File: src/rtl/alu_pipe.sv
// Two-stage pipelined ALU with valid/ready handshake and Z/N/C/V flags.
// Define ALU_PIPE_SAT_EN to saturate ADD/SUB results on signed overflow.
module alu_pipe #(
  parameter int unsigned WIDTH = 16
) (
  input  logic             clk,
  input  logic             rst,
  input  logic             in_valid,
  output logic             in_ready,
  input  logic [WIDTH-1:0] in_a,
  input  logic [WIDTH-1:0] in_b,
  input  logic [2:0]       in_op,
  output logic             out_valid,
  input  logic             out_ready,
  output logic [WIDTH-1:0] out_result,
  output logic             out_zero,
  output logic             out_neg,
  output logic             out_carry,
  output logic             out_ovf
);

  localparam int unsigned SHW = $clog2(WIDTH);

  localparam logic [2:0] OpAdd = 3'b000;
  localparam logic [2:0] OpSub = 3'b001;
  localparam logic [2:0] OpAnd = 3'b010;
  localparam logic [2:0] OpOr  = 3'b011;
  localparam logic [2:0] OpXor = 3'b100;
  localparam logic [2:0] OpShl = 3'b101;
  localparam logic [2:0] OpShr = 3'b110;
  localparam logic [2:0] OpPass = 3'b111;

  logic             s1_valid;
  logic [WIDTH-1:0] s1_a;
  logic [WIDTH-1:0] s1_b;
  logic [2:0]       s1_op;
  logic             s1_load;
  logic             s2_load;

  logic [WIDTH:0]   sum;
  logic [WIDTH:0]   diff;
  logic [WIDTH:0]   shl_w;
  logic [WIDTH:0]   shr_w;
  logic [SHW-1:0]   shamt;
  logic             add_ovf;
  logic             sub_ovf;
  logic [WIDTH-1:0] sat_val;
  logic [WIDTH-1:0] res_d;
  logic             carry_d;
  logic             ovf_d;

  // S1 may also refill in the cycle it hands its beat on to S2.
  assign s2_load  = s1_valid && (!out_valid || out_ready);
  assign in_ready = !s1_valid || !out_valid || out_ready;
  assign s1_load  = in_valid && in_ready;

  assign shamt   = s1_b[SHW-1:0];
  assign sum     = {1'b0, s1_a} + {1'b0, s1_b};
  assign diff    = {1'b0, s1_a} - {1'b0, s1_b};
  // Extra bit above the MSB / below the LSB captures the last bit shifted out.
  assign shl_w   = {1'b0, s1_a} << shamt;
  assign shr_w   = {s1_a, 1'b0} >> shamt;
  assign add_ovf = (s1_a[WIDTH-1] == s1_b[WIDTH-1]) && (sum[WIDTH-1] != s1_a[WIDTH-1]);
  assign sub_ovf = (s1_a[WIDTH-1] != s1_b[WIDTH-1]) && (diff[WIDTH-1] != s1_a[WIDTH-1]);
  // Overflow direction always follows the sign of operand a.
  assign sat_val = s1_a[WIDTH-1] ? {1'b1, {(WIDTH-1){1'b0}}} : {1'b0, {(WIDTH-1){1'b1}}};

  always_comb begin
    res_d   = s1_a;
    carry_d = 1'b0;
    ovf_d   = 1'b0;
    unique case (s1_op)
      OpAdd: begin
        res_d   = sum[WIDTH-1:0];
        carry_d = sum[WIDTH];
        ovf_d   = add_ovf;
      end
      OpSub: begin
        res_d   = diff[WIDTH-1:0];
        carry_d = diff[WIDTH];
        ovf_d   = sub_ovf;
      end
      OpAnd:  res_d = s1_a & s1_b;
      OpOr:   res_d = s1_a | s1_b;
      OpXor:  res_d = s1_a ^ s1_b;
      OpShl: begin
        res_d   = shl_w[WIDTH-1:0];
        carry_d = shl_w[WIDTH];
      end
      OpShr: begin
        res_d   = shr_w[WIDTH:1];
        carry_d = shr_w[0];
      end
      OpPass: res_d = s1_a;
      default: res_d = s1_a;
    endcase
`ifdef ALU_PIPE_SAT_EN
    if (ovf_d) begin
      res_d = sat_val;
    end
`endif
  end

  always_ff @(posedge clk or posedge rst) begin
    if (rst) begin
      s1_valid <= 1'b0;
      s1_a     <= '0;
      s1_b     <= '0;
      s1_op    <= '0;
    end else begin
      if (s1_load) begin
        s1_valid <= 1'b1;
        s1_a     <= in_a;
        s1_b     <= in_b;
        s1_op    <= in_op;
      end else if (s2_load) begin
        s1_valid <= 1'b0;
      end
    end
  end

  always_ff @(posedge clk or posedge rst) begin
    if (rst) begin
      out_valid  <= 1'b0;
      out_result <= '0;
      out_zero   <= 1'b0;
      out_neg    <= 1'b0;
      out_carry  <= 1'b0;
      out_ovf    <= 1'b0;
    end else begin
      if (s2_load) begin
        out_valid  <= 1'b1;
        out_result <= res_d;
        out_zero   <= (res_d == '0);
        out_neg    <= res_d[WIDTH-1];
        out_carry  <= carry_d;
        out_ovf    <= ovf_d;
      end else if (out_ready) begin
        out_valid <= 1'b0;
      end
    end
  end

endmodule

File: config.mk
export PLATFORM = sky130hd
export DESIGN_NAME = alu_pipe
export DESIGN_NICKNAME = d
export VERILOG_FILES = /design/src/rtl/alu_pipe.sv
export SDC_FILE = /design/constraint.sdc
export NUM_CORES = 1
export LEC_CHECK = 0
export ABC_CLOCK_PERIOD_IN_PS = 4400
export CORE_UTILIZATION = 30
export DETAILED_ROUTE_END_ITERATION = 7
export GPL_ROUTABILITY_DRIVEN = 0
export PLACE_DENSITY = 0.54
export SYNTH_ARGS = -nofsm -noshare
export SYNTH_HDL_FRONTEND = slang
export SYNTH_SLANG_ARGS = --single-unit
File: constraint.sdc
create_clock -name clk -period 4.4 [get_ports clk]
set_clock_uncertainty 0.15 [all_clocks]
set_input_delay 0.66 -clock clk [delete_from_list [all_inputs] [get_ports clk]]
set_output_delay 0.66 -clock clk [all_outputs]
set_load 0.02 [all_outputs]
# Word level (Yosys, flattened, before mapping)
# Index checks and enable logic that the tools add are counted.
[totals] regBits=57 in_bits=39 output_inout_bits=22 elab_cells=48
[classes] n_addsub=2 eq_ne=11 shifts=2 mux=7 bitwise=3 n_reduce_logical=13
[ops] op="$pmux W16 S8" n=1
[ops] op="$add A16 B16 Y17" n=1
[ops] op="$shl A16 B4 Y17" n=1
[ops] op="$shr A17 B4 Y17" n=1
[ops] op="$sub A16 B16 Y17" n=1
[ops] op="$and A16 B16 Y16" n=1
[ops] op="$logic_not A16 Y1" n=1
[ops] op="$or A16 B16 Y16" n=1
[ops] op="$xor A16 B16 Y16" n=1
[ops] op="$eq A3 B3 Y1 const B" n=4
[ops] op="$eq A3 B2 Y1 const B" n=2
[ops] op="$logic_and A1 B1 Y1" n=4
[ops] op="$mux W1" n=4
[ops] op="$pmux W1 S4" n=1
[ops] op="$reduce_bool A2 Y1" n=2
[ops] op="$eq A3 B1 Y1 const B" n=1
[ops] op="$logic_not A3 Y1" n=1
[ops] op="$logic_or A1 B1 Y1" n=3
[ops] op="$ne A1 B1 Y1" n=3
[ops] op="$logic_not A1 Y1" n=2
[ops] op="$pmux W1 S2" n=1
[ops] op="$eq A1 B1 Y1" n=1

# Longest topological paths before layout
# Gate-level depths: netlist of the first run.
[logic_depth] depth_word=5 depth_mapped=15 depth_no_buf=12

# Worst setup path after synthesis of the first run
# Ideal clock, no wire load.
[synth_timing] path_type="reg-to-reg" from="register s1_b[1]" to="register out_zero" setup_ps=92 arrival_time_ps=3778 required_time_ps=4158 path_slack_ps=380 path_stages_with_launch=14 path_buffers=2 synth_period_minus_slack_ps=4020 cell_sequence="dfrtp_1 inv_1 buf_2 buf_1 ha_1 a21o_1 and4_1 a211oi_1 a2111oi_0 a211o_1 a211oi_1 nand4_1 or4_1 o31ai_2"
[synth_via] elab_chain_len=3 elab_cells_between_ends=9 cone_classes="add/sub: 2; shift: 2; mux: 1; bitwise: 3; reduce/logical: 1"
[synth_rtl] item="start, declared" line="35" source="logic [WIDTH-1:0] s1_b;"
[synth_rtl] item="start signal, assigned" line="114" source="s1_b <= in_b;"
[synth_rtl] item="$sub A16 B16 Y17 (tied with other cells)" line="59" source="assign diff = {1'b0, s1_a} - {1'b0, s1_b};"
[synth_rtl] item="$pmux W16 S8 *" line="72" source="unique case (s1_op)"
[synth_rtl] item="$logic_not A16 Y1 *" line="134" source="out_zero <= (res_d == '0);"
[synth_rtl] item="end signal, assigned" line="134"
[synth_rtl] item="end, declared" line="16" source="output logic out_zero,"
# Mark *: on every way between the ends. The rest lies on a longest branch, timed or not.
# A chain may end at the register's enable or synchronous reset.

# Final worst setup path of the first run
[layout_timing] from="register s1_a[0]" to="register out_zero"
[layout_via] elab_chain_len=3 elab_cells_between_ends=9 cone_classes="add/sub: 2; shift: 2; mux: 1; bitwise: 3; reduce/logical: 1"
[layout_rtl] item="start, declared" line="34" source="logic [WIDTH-1:0] s1_a;"
[layout_rtl] item="start signal, assigned" line="113" source="s1_a <= in_a;"
[layout_rtl] item="$sub A16 B16 Y17 (tied with other cells)" line="59"
[layout_rtl] item="$pmux W16 S8 *" line="72"
[layout_rtl] item="$logic_not A16 Y1 *" line="134"
# Marked as above.

==> impl_metrics.py, run 1 <==
metrics = {
    "sta": {
        "min_period_over_period_pct": 91.1,
        "rsz0062_at_grt": "false",
        "worst_pin_slew_ns": 1.16,
        "fmax_mhz": 250,
        "fin_setup_tns_ns": 0,
        "period_needed_ns": 4.01,
        "whs_ns": 0.327,
        "slew-limit-headroom_pct": 22.3,
        "final_max_slew_viol_count": 0,
        "setup_violations": 0,
        "hold_violations": 0,
    },
    "clock_tree": {
        "cts_sinks": 56,
        "root_buffer": "clkbuf_16",
        "cts.hold.buffers_added": 0,
        "cts_resized": 0,
        "clock_path_buffers": 2,
        "clkTransAtPathRegs_ns": 0.08,
        "cts_max_level": 2,
        "clkLatencyLatePin_ns": 0.31,
        "postCtsSetupBuffers": 0,
        "numCtsBuffers": 5,
        "cts_tree": "yes",
    },
    "synth": {
        "synth-edff-count": 0,
        "synth_cells": 758,
        "synth.distinct_cells": 82,
        "ys_warn_count": 0,
        "yosysSeqAreaShare_pct": 21.9,
        "synthArstFlopShare_pct": 100,
        "postSynthNetCount": 848,
        "ys.flop_type": "dfrtp_1",
        "yosysTopAreaCell": "dfrtp_1",
        "synth_area_per_cell_um2": 8.46,
        "synth_top_area_share_pct": 21.9,
        "ys_top_cells_by_area": "dfrtp_1 22%, ha_1 9.6%, mux2_2 8.6%, mux2i_1 3.9%, nand2_1 3.9%",
        "synth_seq_cells": 56,
        "syn-cell-area_um2": 6410,
    },
    "worst_hold_path": {
        "holdPathStages": 2,
        "min_to": "out_result[10]",
        "hold_start": "out_result[10]",
        "hold_class": "flop to flop",
    },
    "setup_path": {
        "critPathKind": "flop to flop",
        "r2r_setup_slack_ns": 0.39,
        "start_kind": "flop",
        "setup.worst_path.start": "s1_a[0]",
        "critical-path-top-delay-family": "compound AO/OA/AOI/OAI gates",
        "required_ns": 4.48,
        "crit_path_end_kind": "flop",
        "slowest_delay_ns": 0.49,
        "rr_startpoint": "s1_a[0]",
        "path_buf_inv": 1,
        "crit_cells": 12,
        "worst_path_max_delay_cell": "dfrtp_1",
        "path_max_fanout": 8,
        "path_cells": "inv_1 -> ha_1 -> fa_1 -> or2_2 -> a221oi_1 -> o311ai_0 -> a41oi_1 -> xnor2_1 -> a21oi_1 -> nand2_1 -> or4_1 -> o31ai_2",
        "timing.rr.end": "out_zero",
        "rr_worst_depth": 12,
        "cp.arrival_ns": 4.08,
    },
    "global_route": {
        "antenna_found_initial": 0,
        "grtUsageTotal_pct": 21.8,
        "overflow": 0,
        "globalRouteMet1Util_pct": 29.8,
        "grt_pass1_wl_um": 36400,
        "grt_max_degree": 39,
        "grt_pass1_vias": 6146,
        "met3_usage_pct": 5.55,
        "grtUsageMet2_pct": 32.7,
        "grt-busiest-layer": "met2",
    },
    "floorplan": {
        "core_um2": 21000,
        "die_w_um": 148,
        "die_h_um": 148,
        "row_count": 53,
        "dieArea_um2": 22000,
        "ios": 61,
        "initial_utilization_pct": 30.6,
    },
    "place": {
        "dp_hpwl_um": 18500,
        "port_buffers": 60,
    },
    "power_and_ir_drop": {
        "p_leak_nw": 3.26,
        "powerDensity_nw_per_um2": 433,
        "p_int_mw": 1.78,
        "pwr-share-comb_pct": 63.4,
        "clockPowerShare_pct": 14.4,
        "swShare_pct": 46.5,
        "p_switching_mw": 1.54,
        "seqPwrFrac_pct": 22.2,
        "irDropWorstVdd_mv": 0.156,
    },
    "run_status": {
        "status": "complete, no violations",
    },
    "drt": {
        "first_pass_iters": 5,
        "wirelength_um": 23700,
        "drt_iter0_markers": 668,
        "via_per_inst": 5.83,
        "antenna_left": 0,
        "drc": 0,
        "wl_per_cell_um": 21.6,
        "vias": 6400,
    },
    "job": {
        "cap_violations": 0,
    },
    "final_layout": {
        "diodes": 0,
        "layout.nets": 911,
        "synthToLayoutAreaGrowth_pct": 19.4,
        "drive_above_1_share_pct": 15.5,
        "fillers": 2236,
    },
}
==> cell families (layout without fill, tap and decap cells) <==
group	Yosys count	after routing	share of synthesized area, %
adders and majority gates	51	51	10.2
xor gates and xnor gates	10	10	1.37
AOI/OAI and AO/OA	234	234	25.5
muxes	88	88	17.8
and+or+nand+nor	211	211	16.2
buffers and inverters	108	172	7.09
DFF	56	56	21.9
==> through the flow <==
| step | setup slack (ns) | power, mW | instances | utilization, % | instance area [um^2] |
|---|---|---|---|---|---|
| 2_1_floorplan | 0.380 | 2.08 | 758 | - | 6410 |
| 3_3_place_gp | 0.506 | 2.80 | 1089 | 35.7 | 7490 |
| 3_5_place_dp | 0.456 | 2.80 | 1089 | 35.7 | 7490 |
| 4_1_cts | 0.433 | 3.30 | 1097 | 36.5 | 7660 |
| 5_1_grt | 0.0945 | 3.53 | 1097 | 36.5 | 7660 |
| 6_report | 0.393 | 3.32 | 1097 | 36.5 | 7660 |
==> worst max path at each step <==
stage               endpoint  slack [ns]
detailed placement  out_zero        0.46
finish              out_zero        0.39
CTS                 out_zero        0.43
floorplan           out_zero        0.38
global route        out_zero        0.09
global placement    out_zero        0.51
==> synth_stat cells, types with 4 or more instances <==
| cell | number |
|---|---|
| a211o_1 | 5 |
| buf_2 | 11 |
| or3_1 | 6 |
| and3_1 | 6 |
| o22ai_1 | 11 |
| mux2_2 | 49 |
| nor2_1 | 50 |
| o31ai_1 | 4 |
| dfrtp_1 | 56 |
| a31oi_1 | 6 |
| nand3_1 | 16 |
| and2_1 | 4 |
| mux4_1 | 6 |
| nor3_1 | 8 |
| a21oi_1 | 48 |
| a211oi_1 | 12 |
| nand2b_1 | 12 |
| a221oi_1 | 6 |
| nor2b_1 | 8 |
| clkbuf_1 | 32 |
| or2_2 | 4 |
| o221ai_1 | 5 |
| inv_1 | 53 |
| mux4_2 | 8 |
| nand2_1 | 66 |
| o21ai_0 | 42 |
| mux2i_1 | 25 |
| ha_1 | 49 |
| nand4_1 | 9 |
| xnor2_1 | 9 |
| a22oi_1 | 11 |
| o311ai_0 | 8 |
| a21o_1 | 10 |
| nor4_1 | 5 |
| buf_1 | 6 |
| a32oi_1 | 6 |
| nor3b_1 | 4 |
| o211ai_1 | 11 |
==> metal layers <==
metal  up-vias  wire (um)
met2       340      10300
met4         0        819
li1       2958          -
met5         -          0
met1      3044      10400
met3        58       2220
==> worst min-delay path: stages, from the launching register on <==
cell	delay [ns]
dfrtp_1	0.34
nand2_1	0.05
nand2_1	0.05
==> state kept, by name, summed over array words and instances (netlist names) <==
register and cells:
out_carry 1, out_ovf 1, out_result 16, out_valid 1, out_zero 1, s1_a 16, s1_b 16, s1_op 3
s1_valid 1
==> area by class of cell <==
cell class | count | area, um^2 | share of cell area [%]
Multi-Input combinational cell | 594 | 4550 | 59.5
Clock inverter | 2 | 38.8 | 0.507
Clock buffer | 6 | 129 | 1.68
Tap cell | 275 | 344 | 4.49
Sequential cell | 56 | 1400 | 18.3
Inverter | 55 | 206 | 2.70
Timing Repair Buffer | 109 | 981 | 12.8
==> power groups by stage <==
stage / clock network [mW] / logic, mW / registers (mW)
3_5_place_dp: 0 / 2.05 / 0.749
2_1_floorplan: 0 / 1.27 / 0.808
4_1_cts: 0.495 / 2.06 / 0.738
5_1_grt: 0.509 / 2.26 / 0.756
6_report: 0.477 / 2.10 / 0.736
3_3_place_gp: 0 / 2.06 / 0.744
==> cells in the final DEF, fill, tap and decap left out, types with 8 or more instances in the layout <==
cell / Yosys / layout
a22oi_1: 11 / 11
nand2_1: 66 / 66
clkdlybuf4s50_1: 0 / 60
inv_1: 53 / 52
a21oi_1: 48 / 48
o311ai_0: 8 / 8
o22ai_1: 11 / 11
o211ai_1: 11 / 11
nor2_1: 50 / 50
nor2b_1: 8 / 8
o21ai_0: 42 / 42
nand3_1: 16 / 16
xnor2_1: 9 / 9
ha_1: 49 / 49
mux2_2: 49 / 49
nand2b_1: 12 / 12
a21o_1: 10 / 10
dfrtp_1: 56 / 55
mux2i_1: 25 / 25
nor3_1: 8 / 8
a211oi_1: 12 / 12
nand4_1: 9 / 9
mux4_2: 8 / 8
buf_4: 1 / 48
No activity file was read; power rests on OpenSTA's default activity.
==> run 2: changes to the inputs <==
CORE_UTILIZATION = 35   (was 30)
MAX_ROUTING_LAYER = met4   (was not set)
PLACE_DENSITY = 0.6   (was 0.54)
==> impl_metrics.py, run 2 (same netlist as run 1, synthesis figures left out) <==
metrics = {
    "drt": {
        "drt_iter0_markers": 889,
        "drc": 2,
        "first_pass_iters": 7,
        "vias": 6528,
        "antenna_left": 0,
        "wl_per_cell_um": 22.1,
        "wirelength_um": 23200,
        "via_per_inst": 6.22,
    },
    "power_and_ir_drop": {
        "irDropWorstVdd_mv": 0.200,
        "p_leak_nw": 3.26,
        "finalPower_mw": 3.33,
        "powerDensity_nw_per_um2": 439,
    },
    "setup_path": {
        "r2r_setup_slack_ns": 0.50,
        "path_common_cell": "a211oi_1",
        "worst_path_max_delay_cell": "dfrtp_2",
        "path_max_fanout": 15,
        "start_kind": "flop",
        "path_cells": "ha_1 -> fa_1 -> a211oi_1 -> nor2_1 -> o21ai_0 -> a21boi_0 -> xor2_1 -> a211oi_1 -> nand4_1 -> or4_1 -> o31ai_2",
        "required_ns": 4.48,
        "critPathKind": "flop to flop",
        "crit_path_end_kind": "flop",
        "rr_worst_depth": 11,
        "slowest_delay_ns": 0.54,
        "timing.rr.end": "out_zero",
        "cp.arrival_ns": 3.99,
        "rr_startpoint": "s1_b[0]",
    },
    "floorplan": {
        "die_h_um": 137,
        "initial_utilization_pct": 35.7,
        "die_w_um": 137,
        "dieArea_um2": 18900,
        "row_count": 49,
        "ios": 61,
        "core_um2": 18000,
    },
    "clock_tree": {
        "cts_max_level": 2,
        "numCtsBuffers": 5,
        "postCtsSetupBuffers": 0,
        "cts_tree": "yes",
        "clkTransAtPathRegs_ns": 0.08,
        "cts.hold.buffers_added": 0,
        "cts_resized": 0,
        "clock_path_buffers": 2,
        "cts_sinks": 56,
        "clkLatencyLatePin_ns": 0.32,
        "root_buffer": "clkbuf_16",
    },
    "final_layout": {
        "top_regs": "out_result (16), s1_a (16), s1_b (16)",
        "final_cells": 1050,
        "fillers": 1775,
        "synthToLayoutAreaGrowth_pct": 18.4,
        "final_cell_mix": "66 x nand2_1, 60 x clkdlybuf4s50_1, 55 x dfrtp_1, 52 x inv_1, 50 x nor2_1",
        "final_util_pct": 42.2,
        "layout.nets": 910,
        "diodes": 0,
        "final_common_cell": "nand2_1",
        "fin_area_um2": 7590,
        "drive_above_1_share_pct": 15.5,
    },
    "place": {
        "place_area_um2": 7410,
        "port_buffers": 60,
        "dp_hpwl_um": 17900,
        "dp_cells": 1042,
    },
    "global_route": {
        "grt_pass1_wl_um": 35400,
        "grt_pass1_vias": 5983,
        "grt_max_degree": 36,
        "grtUsageTotal_pct": 26.0,
        "antenna_found_initial": 0,
        "overflow": 0,
    },
    "sta": {
        "min_period_over_period_pct": 88.7,
        "final_max_slew_viol_count": 0,
        "fmax_mhz": 256,
        "worst_pin_slew_ns": 0.874,
        "fin_setup_tns_ns": 0,
        "period_needed_ns": 3.90,
        "setup_violations": 0,
        "hold_violations": 0,
        "slew-limit-headroom_pct": 41.6,
        "rsz0062_at_grt": "false",
    },
    "job": {
        "cap_violations": 0,
    },
    "run_status": {
        "status": "complete, but fails checks",
        "violations": "design-rule violations",
    },
    "worst_hold_path": {
        "hold_class": "flop to flop",
        "min_to": "out_result[10]",
        "holdPathStages": 2,
        "hold_start": "out_result[10]",
    },
}
## run 2: cell types whose count changed in the layout (fill, tap and decap cells not counted), sizes merged
cell	delta
buf	-1
clkinv	+1
inv	-1
## run 2: worst max-delay path: cells and delay by family, from the launching register on
family / cells / cell delay, ns
AOI/OAI and AO/OA: 5 / 1.38
and+or+nand+nor: 3 / 0.80
adders and majority gates: 2 / 0.77
DFF: 1 / 0.54
xor gates and xnor gates: 1 / 0.18
## run 2: power breakdown
part           switching (mW)  internal [mW]  total [mW]
clock network           0.206          0.286       0.492
registers               0.112          0.628       0.739
logic                    1.24          0.866        2.10
## run 2: worst max path at each step
| stage | from | end | slack, ns |
|---|---|---|---|
| after global routing | s1_a[0] | out_zero | 0.16 |
| final | s1_b[0] | out_zero | 0.50 |
| after detailed placement | s1_b[0] | out_zero | 0.51 |
| after CTS | s1_a[0] | out_zero | 0.52 |
| after floorplan | s1_b[1] | out_zero | 0.38 |
| after global placement | s1_b[0] | out_zero | 0.57 |
## run 2: cell type report
class	instances	area, um^2	area share (%)
flip-flops and latches	56	1400	18.5
clock inverters	2	38.8	0.511
clock buffers	6	139	1.83
well taps	229	287	3.78
inverters	55	206	2.72
repair buffers	108	961	12.7
multi-input cells	594	4550	60.0
## run 2: per-layer routing
| layer | vias to the layer above | wire [um] | GRT usage (%) |
|---|---|---|---|
| li1 | 2954 | - | - |
| met1 | 3094 | 9840 | 34.7 |
| met2 | 411 | 9950 | 37.3 |
| met3 | 69 | 2410 | 6.00 |
| met4 | 0 | 1000 | 11.4 |
| met5 | - | 0 | - |
## run 2: through the flow
step	hold slack, ns	setup WS, ns
after floorplan	0.321	0.380
after global placement	0.312	0.567
after detailed placement	0.313	0.510
after CTS	0.331	0.518
after global routing	0.346	0.161
final	0.326	0.497
==> run 3: changes to the inputs <==
ABC_CLOCK_PERIOD_IN_PS = 4790   (was 4400)
CORE_ASPECT_RATIO = 1.1   (was not set)
clock period = 4.79 ns   (was 4.4 ns; I/O delays follow)
==> impl_metrics.py, run 3 (same netlist as run 1, synthesis figures left out) <==
metrics = {
    "setup_path": {
        "path_common_cell": "nand4_1",
        "crit_path_end_kind": "flop",
        "worst_path_max_delay_cell": "dfrtp_2",
        "required_ns": 4.87,
        "path_cells": "buf_4 -> mux4_2 -> a22oi_2 -> o32ai_1 -> nor4_2 -> nand4_1 -> a2111oi_2 -> nand4_1 -> or4_1 -> o31ai_2",
        "critPathKind": "flop to flop",
        "start_kind": "flop",
        "path_max_fanout": 26,
        "slowest_delay_ns": 0.68,
        "cp.arrival_ns": 4.33,
    },
    "floorplan": {
        "row_count": 51,
        "die_h_um": 144,
        "initial_utilization_pct": 36.0,
        "core_um2": 17800,
        "dieArea_um2": 18900,
        "die_w_um": 131,
        "ios": 61,
    },
    "power_and_ir_drop": {
        "irDropWorstVdd_mv": 0.168,
        "powerDensity_nw_per_um2": 393,
        "p_leak_nw": 3.18,
        "finalPower_mw": 2.93,
    },
    "clock_tree": {
        "cts_tree": "yes",
        "clock_path_buffers": 2,
        "numCtsBuffers": 5,
        "cts.hold.buffers_added": 0,
        "cts_resized": 0,
        "clkTransAtPathRegs_ns": 0.08,
        "postCtsSetupBuffers": 0,
        "cts_sinks": 56,
        "root_buffer": "clkbuf_16",
        "clkLatencyLatePin_ns": 0.31,
        "cts_max_level": 2,
    },
    "place": {
        "place_area_um2": 7330,
        "post-place-ws_ns": 0.654,
        "dp_cells": 1038,
        "dp_hpwl_um": 17500,
        "port_buffers": 60,
    },
    "global_route": {
        "overflow": 0,
        "antenna_found_initial": 0,
        "grt_max_degree": 36,
        "grt_pass1_vias": 6114,
        "grt_pass1_wl_um": 35500,
        "grtUsageTotal_pct": 26.0,
    },
    "final_layout": {
        "final_util_pct": 41.9,
        "layout.nets": 897,
        "final_cell_mix": "66 x nand2_1, 60 x clkdlybuf4s50_1, 55 x dfrtp_1, 52 x inv_1, 50 x nor2_1",
        "drive_above_1_share_pct": 14.0,
        "synthToLayoutAreaGrowth_pct": 16.5,
        "fin_area_um2": 7460,
        "final_common_cell": "nand2_1",
        "top_regs": "out_result (16), s1_a (16), s1_b (16)",
        "diodes": 0,
        "final_cells": 1045,
    },
    "sta": {
        "whs_ns": 0.321,
        "setup_violations": 0,
        "fmax_mhz": 235,
        "worst_pin_slew_ns": 1.11,
        "slew-limit-headroom_pct": 25.0,
        "min_period_over_period_pct": 88.8,
        "hold_violations": 0,
        "final_max_slew_viol_count": 0,
        "period_needed_ns": 4.25,
        "rsz0062_at_grt": "false",
        "fin_ws_ns": 0.536,
        "fin_setup_tns_ns": 0,
    },
    "drt": {
        "via_per_inst": 6.22,
        "wirelength_um": 22800,
        "wl_per_cell_um": 21.8,
        "drt_iter0_markers": 889,
        "drc": 0,
        "antenna_left": 0,
        "vias": 6500,
        "first_pass_iters": 6,
    },
    "run_status": {
        "status": "complete, no violations",
    },
    "worst_hold_path": {
        "hold_class": "flop to flop",
    },
    "job": {
        "cap_violations": 0,
    },
}
==> run 3: cell types whose count changed in the layout (fill, tap and decap cells not counted) <==
cell / before / now
buf_4: 48 / 35
bufinv_16: 1 / 0
clkbuf_1: 0 / 1
clkbuf_8: 1 / 0
clkinv_2: 0 / 1
clkinv_4: 1 / 0
nor4bb_1: 2 / 1
nor4bb_2: 0 / 1
==> run 3: report_power, final <==
| part | switching, mW | internal [mW] |
|---|---|---|
| logic | 1.08 | 0.769 |
| registers | 0.135 | 0.576 |
| clock network | 0.183 | 0.191 |
| total | 1.40 | 1.54 |
==> run 3: worst paths after layout <==
| path | from | endpoint | slack [ns] | depth (start not counted) |
|---|---|---|---|---|
| max in group asynchronous | rst | s1_b[7] | 3.04 | 3 |
| worst max-delay path | s1_b[0] | out_zero | 0.54 | 10 |
| worst min-delay path | out_result[9] | out_result[9] | 0.32 | 2 |
| worst max register to register | s1_b[0] | out_zero | 0.54 | 10 |
| min in group asynchronous | rst | s1_a[8] | 0.62 | 2 |
| worst min register to register | out_result[9] | out_result[9] | 0.32 | 2 |
==> run 3: cell type report <==
cell class | count | area (um^2)
repair buffers | 95 | 863
well taps | 238 | 298
multi-input cells | 594 | 4560
fillers | 1797 | 10300
clock inverters | 1 | 5.00
clock buffers | 6 | 129
inverters | 55 | 206
flip-flops and latches | 56 | 1400
==> run 3: worst max-delay path: cells and delay by family (launching register included) <==
family | cells | cell delay [ns]
AO/OA/AOI/OAI | 4 | 0.97
buffers and inverters | 1 | 0.41
flip-flops | 1 | 0.68
multiplexers | 1 | 0.60
AND/OR/NAND/NOR | 4 | 1.35
==> run 3: metal layers <==
metal,track usage [%],up-vias,part of all wire (%)
li1,-,2928,-
met1,32.8,3093,41
met2,40.5,397,45
met3,4.02,82,8.7
met4,12.5,0,5.2
met5,-,-,0
